## config.mk

```make
export PLATFORM = sky130hd
export DESIGN_NAME = perm_round_fsm
export DESIGN_NICKNAME = d
export VERILOG_FILES = /design/src/rtl/ascon_pkg.sv /design/src/rtl/perm_round_const.sv /design/src/rtl/perm_round_fsm.sv
export SDC_FILE = /design/constraint.sdc
export NUM_CORES = 1
export LEC_CHECK = 0
export CAP_MARGIN = 20
export CORE_AREA = 2 2 39 41
export DETAILED_ROUTE_END_ITERATION = 7
export DIE_AREA = 0 0 41 43
export GPL_TIMING_DRIVEN = 0
export PLACE_DENSITY_LB_ADDON = 0.3
export SYNTH_ARGS = -nofsm -noshare
export SYNTH_HDL_FRONTEND = slang
export SYNTH_SLANG_ARGS = --single-unit
```

## constraint.sdc

```tcl
create_clock -name clock_i -period 2.8 [get_ports clock_i]
set_input_delay 0.56 -clock clock_i [delete_from_list [all_inputs] [get_ports clock_i]]
set_output_delay 0.56 -clock clock_i [all_outputs]
set_load 0.03 [all_outputs]
```

## src/rtl/ascon_pkg.sv

```systemverilog
// Shared types, default sizes and the round-constant helper for the ASCON permutation sequencer.
package ascon_pkg;

  typedef enum logic [1:0] {IDLE, INIT, ROUND, DONE} perm_state_t;

  typedef enum logic {MODE_PA, MODE_PB} perm_mode_t;

  localparam int PA_ROUNDS_C    = 12;
  localparam int PB_ROUNDS_C    = 6;
  localparam int ROUND_CNT_W_C  = 4;

  // Constant for round index k: high nibble counts down while low nibble counts up.
  function automatic logic [7:0] round_const(input logic [3:0] k);
    return {4'hF - k, k};
  endfunction

endpackage

```

## src/rtl/perm_round_const.sv

```systemverilog
// Maps the round counter value and permutation mode to the ASCON round constant,
// aligning p^b to the tail of the p^a schedule and clamping the index at 11.
module perm_round_const
  import ascon_pkg::*;
#(
  parameter int PA_ROUNDS = PA_ROUNDS_C,
  parameter int PB_ROUNDS = PB_ROUNDS_C,
  parameter int CNT_W     = ROUND_CNT_W_C
) (
  input  logic [CNT_W-1:0] round,
  input  logic             mode_pb,
  output logic [7:0]       rc
);

  // Wide enough that round + 12 can never wrap, so a faulty counter is always clamped.
  localparam int KW = ((CNT_W > 4) ? CNT_W : 4) + 1;

  logic [KW-1:0] offset;
  logic [KW-1:0] k_wide;
  logic [3:0]    k;

  always_comb begin
    offset = mode_pb ? KW'(12 - PB_ROUNDS) : KW'(12 - PA_ROUNDS);
    k_wide = KW'(round) + offset;
    if (k_wide > KW'(11)) begin
      k = 4'd11;
    end else begin
      k = k_wide[3:0];
    end
    rc = ascon_pkg::round_const(k);
  end

endmodule

```

## src/rtl/perm_round_fsm.sv

```systemverilog
// Sequences one ASCON p^a or p^b permutation against an external round counter.
// Define PERM_ROUND_CHECK_EN to add a shadow count that flags counter faults and owns the exit.
module perm_round_fsm
  import ascon_pkg::*;
#(
  parameter int PA_ROUNDS = PA_ROUNDS_C,
  parameter int PB_ROUNDS = PB_ROUNDS_C,
  parameter int CNT_W     = ROUND_CNT_W_C
) (
  input  logic             clock_i,
  input  logic             resetb_i,
  input  logic             start_i,
  input  logic             mode_i,
  input  logic [CNT_W-1:0] round_i,
  output logic             counter_init_o,
  output logic             counter_en_o,
  output logic             round_valid_o,
  output logic [7:0]       round_const_o,
  output logic             busy_o,
  output logic             done_o,
  output logic             err_o
);

  perm_state_t      state_q;
  perm_state_t      state_d;
  perm_mode_t       mode_q;
  logic [CNT_W-1:0] last_round;
  logic             last_hit;
  logic             accept;
  logic [7:0]       rc;

  assign accept     = (state_q == IDLE) && start_i;
  assign last_round = (mode_q == MODE_PB) ? CNT_W'(PB_ROUNDS - 1) : CNT_W'(PA_ROUNDS - 1);

  perm_round_const #(
    .PA_ROUNDS (PA_ROUNDS),
    .PB_ROUNDS (PB_ROUNDS),
    .CNT_W     (CNT_W)
  ) u_round_const (
    .round   (round_i),
    .mode_pb (mode_q == MODE_PB),
    .rc      (rc)
  );

  always_ff @(posedge clock_i or negedge resetb_i) begin
    if (!resetb_i) begin
      state_q <= IDLE;
      mode_q  <= MODE_PA;
    end else begin
      state_q <= state_d;
      if (accept) begin
        mode_q <= perm_mode_t'(mode_i);
      end
    end
  end

`ifdef PERM_ROUND_CHECK_EN
  logic [CNT_W-1:0] shadow_q;
  logic             err_q;

  // The shadow count tracks the ideal counter; any divergence is latched until the next run.
  always_ff @(posedge clock_i or negedge resetb_i) begin
    if (!resetb_i) begin
      shadow_q <= '0;
      err_q    <= 1'b0;
    end else begin
      if (accept) begin
        err_q <= 1'b0;
      end
      if (state_q == INIT) begin
        shadow_q <= '0;
      end else if (state_q == ROUND) begin
        shadow_q <= shadow_q + CNT_W'(1);
        if (shadow_q != round_i) begin
          err_q <= 1'b1;
        end
      end
    end
  end

  assign last_hit = (shadow_q >= last_round);
  assign err_o    = err_q;
`else
  // A counter at or past the last index ends the run, so a runaway counter cannot loop.
  assign last_hit = (round_i >= last_round);
  assign err_o    = 1'b0;
`endif

  always_comb begin
    state_d        = state_q;
    counter_init_o = 1'b0;
    counter_en_o   = 1'b0;
    round_valid_o  = 1'b0;
    round_const_o  = 8'h00;
    busy_o         = 1'b0;
    done_o         = 1'b0;
    unique case (state_q)
      IDLE: begin
        if (start_i) begin
          state_d = INIT;
        end
      end
      INIT: begin
        counter_init_o = 1'b1;
        busy_o         = 1'b1;
        state_d        = ROUND;
      end
      ROUND: begin
        busy_o        = 1'b1;
        counter_en_o  = 1'b1;
        round_valid_o = 1'b1;
        round_const_o = rc;
        if (last_hit) begin
          state_d = DONE;
        end
      end
      DONE: begin
        busy_o  = 1'b1;
        done_o  = 1'b1;
        state_d = IDLE;
      end
      default: begin
        state_d = IDLE;
      end
    endcase
  end

endmodule
```

==> metrics.txt <==
# TYPE chip_impl_metric gauge
chip_impl_info{name="routed.top_layer",value="met3"} 1
chip_impl_metric{name="clock_sinks",unit=""} 3
chip_impl_metric{name="total_detailed_routing_wirelength",unit="um"} 903
chip_impl_info{name="tritoncts",value="yes"} 1
chip_impl_metric{name="htreeDepth",unit=""} 1
chip_impl_metric{name="first_global_vias",unit=""} 413
chip_impl_info{name="setup.worst_path.start",value="round_i[1]"} 1
chip_impl_metric{name="boundaryPins",unit=""} 22
chip_impl_metric{name="instances_no_fill",unit=""} 96
chip_impl_metric{name="met1Wirelength",unit="um"} 358
chip_impl_metric{name="n_fill_cell",unit=""} 145
chip_impl_metric{name="synth_area",unit="um2"} 454
chip_impl_metric{name="dp_hpwl",unit="um"} 737
chip_impl_metric{name="synth.avg_cell_area",unit="um2"} 8.11
chip_impl_info{name="critical_path_end_type",value="output pin"} 1
chip_impl_metric{name="fin_util",unit="%"} 50.2
chip_impl_metric{name="timing.final.max_slew_violations",unit=""} 0
chip_impl_metric{name="floorplan.initialDensity",unit="%"} 32.8
chip_impl_info{name="rsz0062_at_grt",value="false"} 1
chip_impl_metric{name="cts_post_setup_buffers_inserted",unit=""} 0
chip_impl_info{name="reg2reg_from",value="state_q[0]"} 1
chip_impl_metric{name="area.sequential",unit="um2"} 75.1
chip_impl_metric{name="drv_cap",unit=""} 0
chip_impl_metric{name="fin_worst_skew",unit="ns"} 0.00134
chip_impl_metric{name="flow.area_growth_from_synthesis",unit="%"} 52.9
chip_impl_metric{name="timing.critical_path.fanout_max",unit=""} 5
chip_impl_metric{name="design.final.nets",unit=""} 99
chip_impl_metric{name="finalHoldViolCount",unit=""} 0
chip_impl_metric{name="synth-seq-area-share",unit="%"} 16.5
chip_impl_metric{name="fin_crit_sh",unit="%"} 97.0
chip_impl_metric{name="antenna_found_initial",unit=""} 0
chip_impl_metric{name="synth_nets",unit=""} 74
chip_impl_metric{name="wire_length_of_the_first_global_routing_pass",unit="um"} 1480
chip_impl_metric{name="core_area",unit="mm2"} 0.00138
chip_impl_metric{name="grt-ovfl-total",unit=""} 0
chip_impl_metric{name="powerDensity",unit="mW/mm2"} 1200
chip_impl_metric{name="synthArstFlopShare",unit="%"} 100
chip_impl_metric{name="die_y",unit="um"} 43
chip_impl_metric{name="multi_input_area",unit="um2"} 357
chip_impl_metric{name="ir_worst_vdd",unit="mV"} 0.609
chip_impl_metric{name="number_of_placed_instances_taps_included",unit=""} 92
chip_impl_metric{name="yosys.area.top_type_share",unit="%"} 27.5
chip_impl_metric{name="viasPerCell",unit=""} 4.72
chip_impl_metric{name="ant_nets",unit=""} 0
chip_impl_metric{name="clkTransAtPathRegs",unit="ns"} 0.04
chip_impl_info{name="worst_setup_path_start_kind",value="primary input"} 1
chip_impl_metric{name="fp.dieArea",unit="mm2"} 0.00176
chip_impl_metric{name="die_w",unit="um"} 41
chip_impl_metric{name="syn-instance-count",unit=""} 56
chip_impl_metric{name="fraction_of_final_layout_cells_sized_beyond_drive_strength_1",unit="%"} 25.0
chip_impl_metric{name="critical_path_required",unit="ns"} 2.24
chip_impl_metric{name="grt_util_all_layers",unit="%"} 12.6
chip_impl_metric{name="cts.path.max_buffers",unit=""} 2
chip_impl_info{name="yosys_most_used_dff",value="sky130_fd_sc_hd__dfrtp_1"} 1
chip_impl_metric{name="total_cts_buffers",unit=""} 3
chip_impl_info{name="min-delay-path-class",value="primary input to asynchronous set/reset pin"} 1
chip_impl_metric{name="synth-seq-cells",unit=""} 3
chip_impl_metric{name="grt_max_degree",unit=""} 10
chip_impl_metric{name="via_count",unit=""} 453
chip_impl_metric{name="maximum_achievable_frequency",unit="GHz"} 0.368
chip_impl_metric{name="route.met2.wl",unit="um"} 499
chip_impl_info{name="yosys.cell_count.top_type",value="sky130_fd_sc_hd__ha_1"} 1
chip_impl_metric{name="ys_warn_count",unit=""} 0
chip_impl_metric{name="route.met3.wl",unit="um"} 45
chip_impl_metric{name="timing.final.setup_violations",unit=""} 0
chip_impl_metric{name="power.static_leakage",unit="uW"} 0.000323
chip_impl_metric{name="place.port_buffers",unit=""} 20
chip_impl_metric{name="antenna_cells",unit=""} 0
chip_impl_info{name="synth_top_area_cell",value="sky130_fd_sc_hd__ha_1"} 1
chip_impl_metric{name="period_minus_slack",unit="ns"} 2.72
chip_impl_metric{name="clk_latency",unit="ns"} 0.23
chip_impl_metric{name="synthDistinctLibCells",unit=""} 23
chip_impl_metric{name="cp_data_arrival_time",unit="ns"} 2.16
chip_impl_metric{name="drc_viols",unit=""} 0
chip_impl_info{name="status",value="complete, no violations"} 1
chip_impl_info{name="most_area_consuming_cells_after_synthesis",value="sky130_fd_sc_hd__ha_1 28%, sky130_fd_sc_hd__dfrtp_1 17%, sky130_fd_sc_hd__mux2_2 5.0%"} 1
chip_impl_metric{name="detailedRoute.firstIterationViolations",unit=""} 3
chip_impl_metric{name="placementRows",unit=""} 14
chip_impl_metric{name="route.detailed.wl_per_inst",unit="um"} 9.41
chip_impl_metric{name="setup.reg_to_reg.worst_slack",unit="ns"} 1.11
chip_impl_info{name="yosys-top-cells-count",value="10 x sky130_fd_sc_hd__ha_1, 5 x sky130_fd_sc_hd__inv_1, 5 x sky130_fd_sc_hd__nor2_1"} 1
chip_impl_info{name="cts-root-buf",value="sky130_fd_sc_hd__clkbuf_4"} 1
chip_impl_metric{name="drt_first_pass_iters",unit=""} 4
chip_impl_metric{name="synth_enable_flop_cells",unit=""} 0
chip_impl_metric{name="globalplace.congestion",unit=""} 0.704
chip_impl_metric{name="post-layout-total-power",unit="uW"} 831
chip_impl_info{name="setup.worst_path.class",value="primary input to output pin"} 1
## state kept, by name, summed over array words and instances, names as in the netlist
signal,flops
state_q,2
mode_q,1
## cell families after synthesis
kind of cell | count (synthesis) | synth area share, %
buffers and inverters | 9 | 9.36
AND/OR/NAND/NOR | 17 | 19.6
AO/OA/AOI/OAI | 13 | 19.0
adder cells (fa/ha/maj) | 10 | 27.5
flip-flops | 3 | 16.5
other | 1 | 0.826
multiplexers | 3 | 7.16
## path summary, 6_finish.rpt
kind,end,cells past startpoint
max,round_const_o[3],7
min,mode_q,1
max reg2reg,state_q[1],6
min reg2reg,state_q[1],1
max in group asynchronous,state_q[1],1
min in group clock_i,state_q[1],1
## layout make-up
class,count,area share [%]
tap,16,2.88
timing repair buffer,20,25.0
clock buffer,4,3.78
multi-input combinational,44,51.4
sequential,3,10.8
inverter,6,3.24
buffer,3,2.88
## what timing repair did
action                                 4_1_cts  5_1_grt
setup endpoints to repair                    8        4
hold buffers                                 0        0
gates resized for setup                     43        2
endpoints found under the hold margin        0        0
## layout by cell type (no fill, tap or decap)
cell,n
sky130_fd_sc_hd__clkdlybuf4s50_1,11
sky130_fd_sc_hd__inv_1,5
sky130_fd_sc_hd__a21boi_1,1
sky130_fd_sc_hd__or3_1,1
sky130_fd_sc_hd__nand2_1,3
sky130_fd_sc_hd__ha_1,8
sky130_fd_sc_hd__o21ai_1,1
sky130_fd_sc_hd__dlygate4sd2_1,1
sky130_fd_sc_hd__o21a_1,3
sky130_fd_sc_hd__mux2i_1,1
sky130_fd_sc_hd__buf_2,5
sky130_fd_sc_hd__o31a_1,2
sky130_fd_sc_hd__ha_4,1
sky130_fd_sc_hd__dfrtp_1,3
sky130_fd_sc_hd__clkbuf_4,3
sky130_fd_sc_hd__o31ai_2,1
sky130_fd_sc_hd__conb_1,1
sky130_fd_sc_hd__inv_2,1
sky130_fd_sc_hd__clkdlybuf4s15_2,2
sky130_fd_sc_hd__mux2_2,2
sky130_fd_sc_hd__nor2_1,5
sky130_fd_sc_hd__nor2b_1,2
sky130_fd_sc_hd__nor3_1,2
sky130_fd_sc_hd__nand2b_1,2
sky130_fd_sc_hd__nor4b_1,2
sky130_fd_sc_hd__a31oi_1,1
sky130_fd_sc_hd__ha_2,1
sky130_fd_sc_hd__clkbuf_1,1
sky130_fd_sc_hd__clkbuf_2,1
sky130_fd_sc_hd__a21oi_1,4
sky130_fd_sc_hd__buf_4,3
## where the power goes
part           switching (uW)  internal, uW
registers                24.5          68.2
logic                     380           285
clock network            20.3          53.3
total                     425           406
## stage by stage
| stage | setup slack, ns | setup TNS, ns | hold slack [ns] | cell area (um2) |
|---|---|---|---|---|
| 6_report | 0.0841 | 0 | 0.513 | 694 |
| 5_1_grt | 0.0136 | 0 | 0.509 | 694 |
| 4_1_cts | 0.0192 | 0 | 0.508 | 692 |
| 3_5_place_dp | -0.578 | -4.19 | 0.560 | 674 |
| 3_3_place_gp | -0.557 | -3.98 | 0.559 | 674 |
| 2_1_floorplan | -0.0119 | -0.0239 | 0.264 | 454 |
## routing by layer
layer	vias up	GRT usage (%)
li1	240	-
met1	202	11.7
met2	11	20.9
met3	0	3.66
met4	0	10.0
met5	-	0
## worst max-delay path, stage by stage
cell                              delay (ns)
sky130_fd_sc_hd__clkdlybuf4s50_1        0.49
sky130_fd_sc_hd__ha_2                   0.22
sky130_fd_sc_hd__nand2b_1               0.08
sky130_fd_sc_hd__or3_1                  0.32
sky130_fd_sc_hd__a21boi_1               0.15
sky130_fd_sc_hd__o21a_1                 0.16
sky130_fd_sc_hd__buf_2                  0.17
Power figures use the tool's default switching activity.
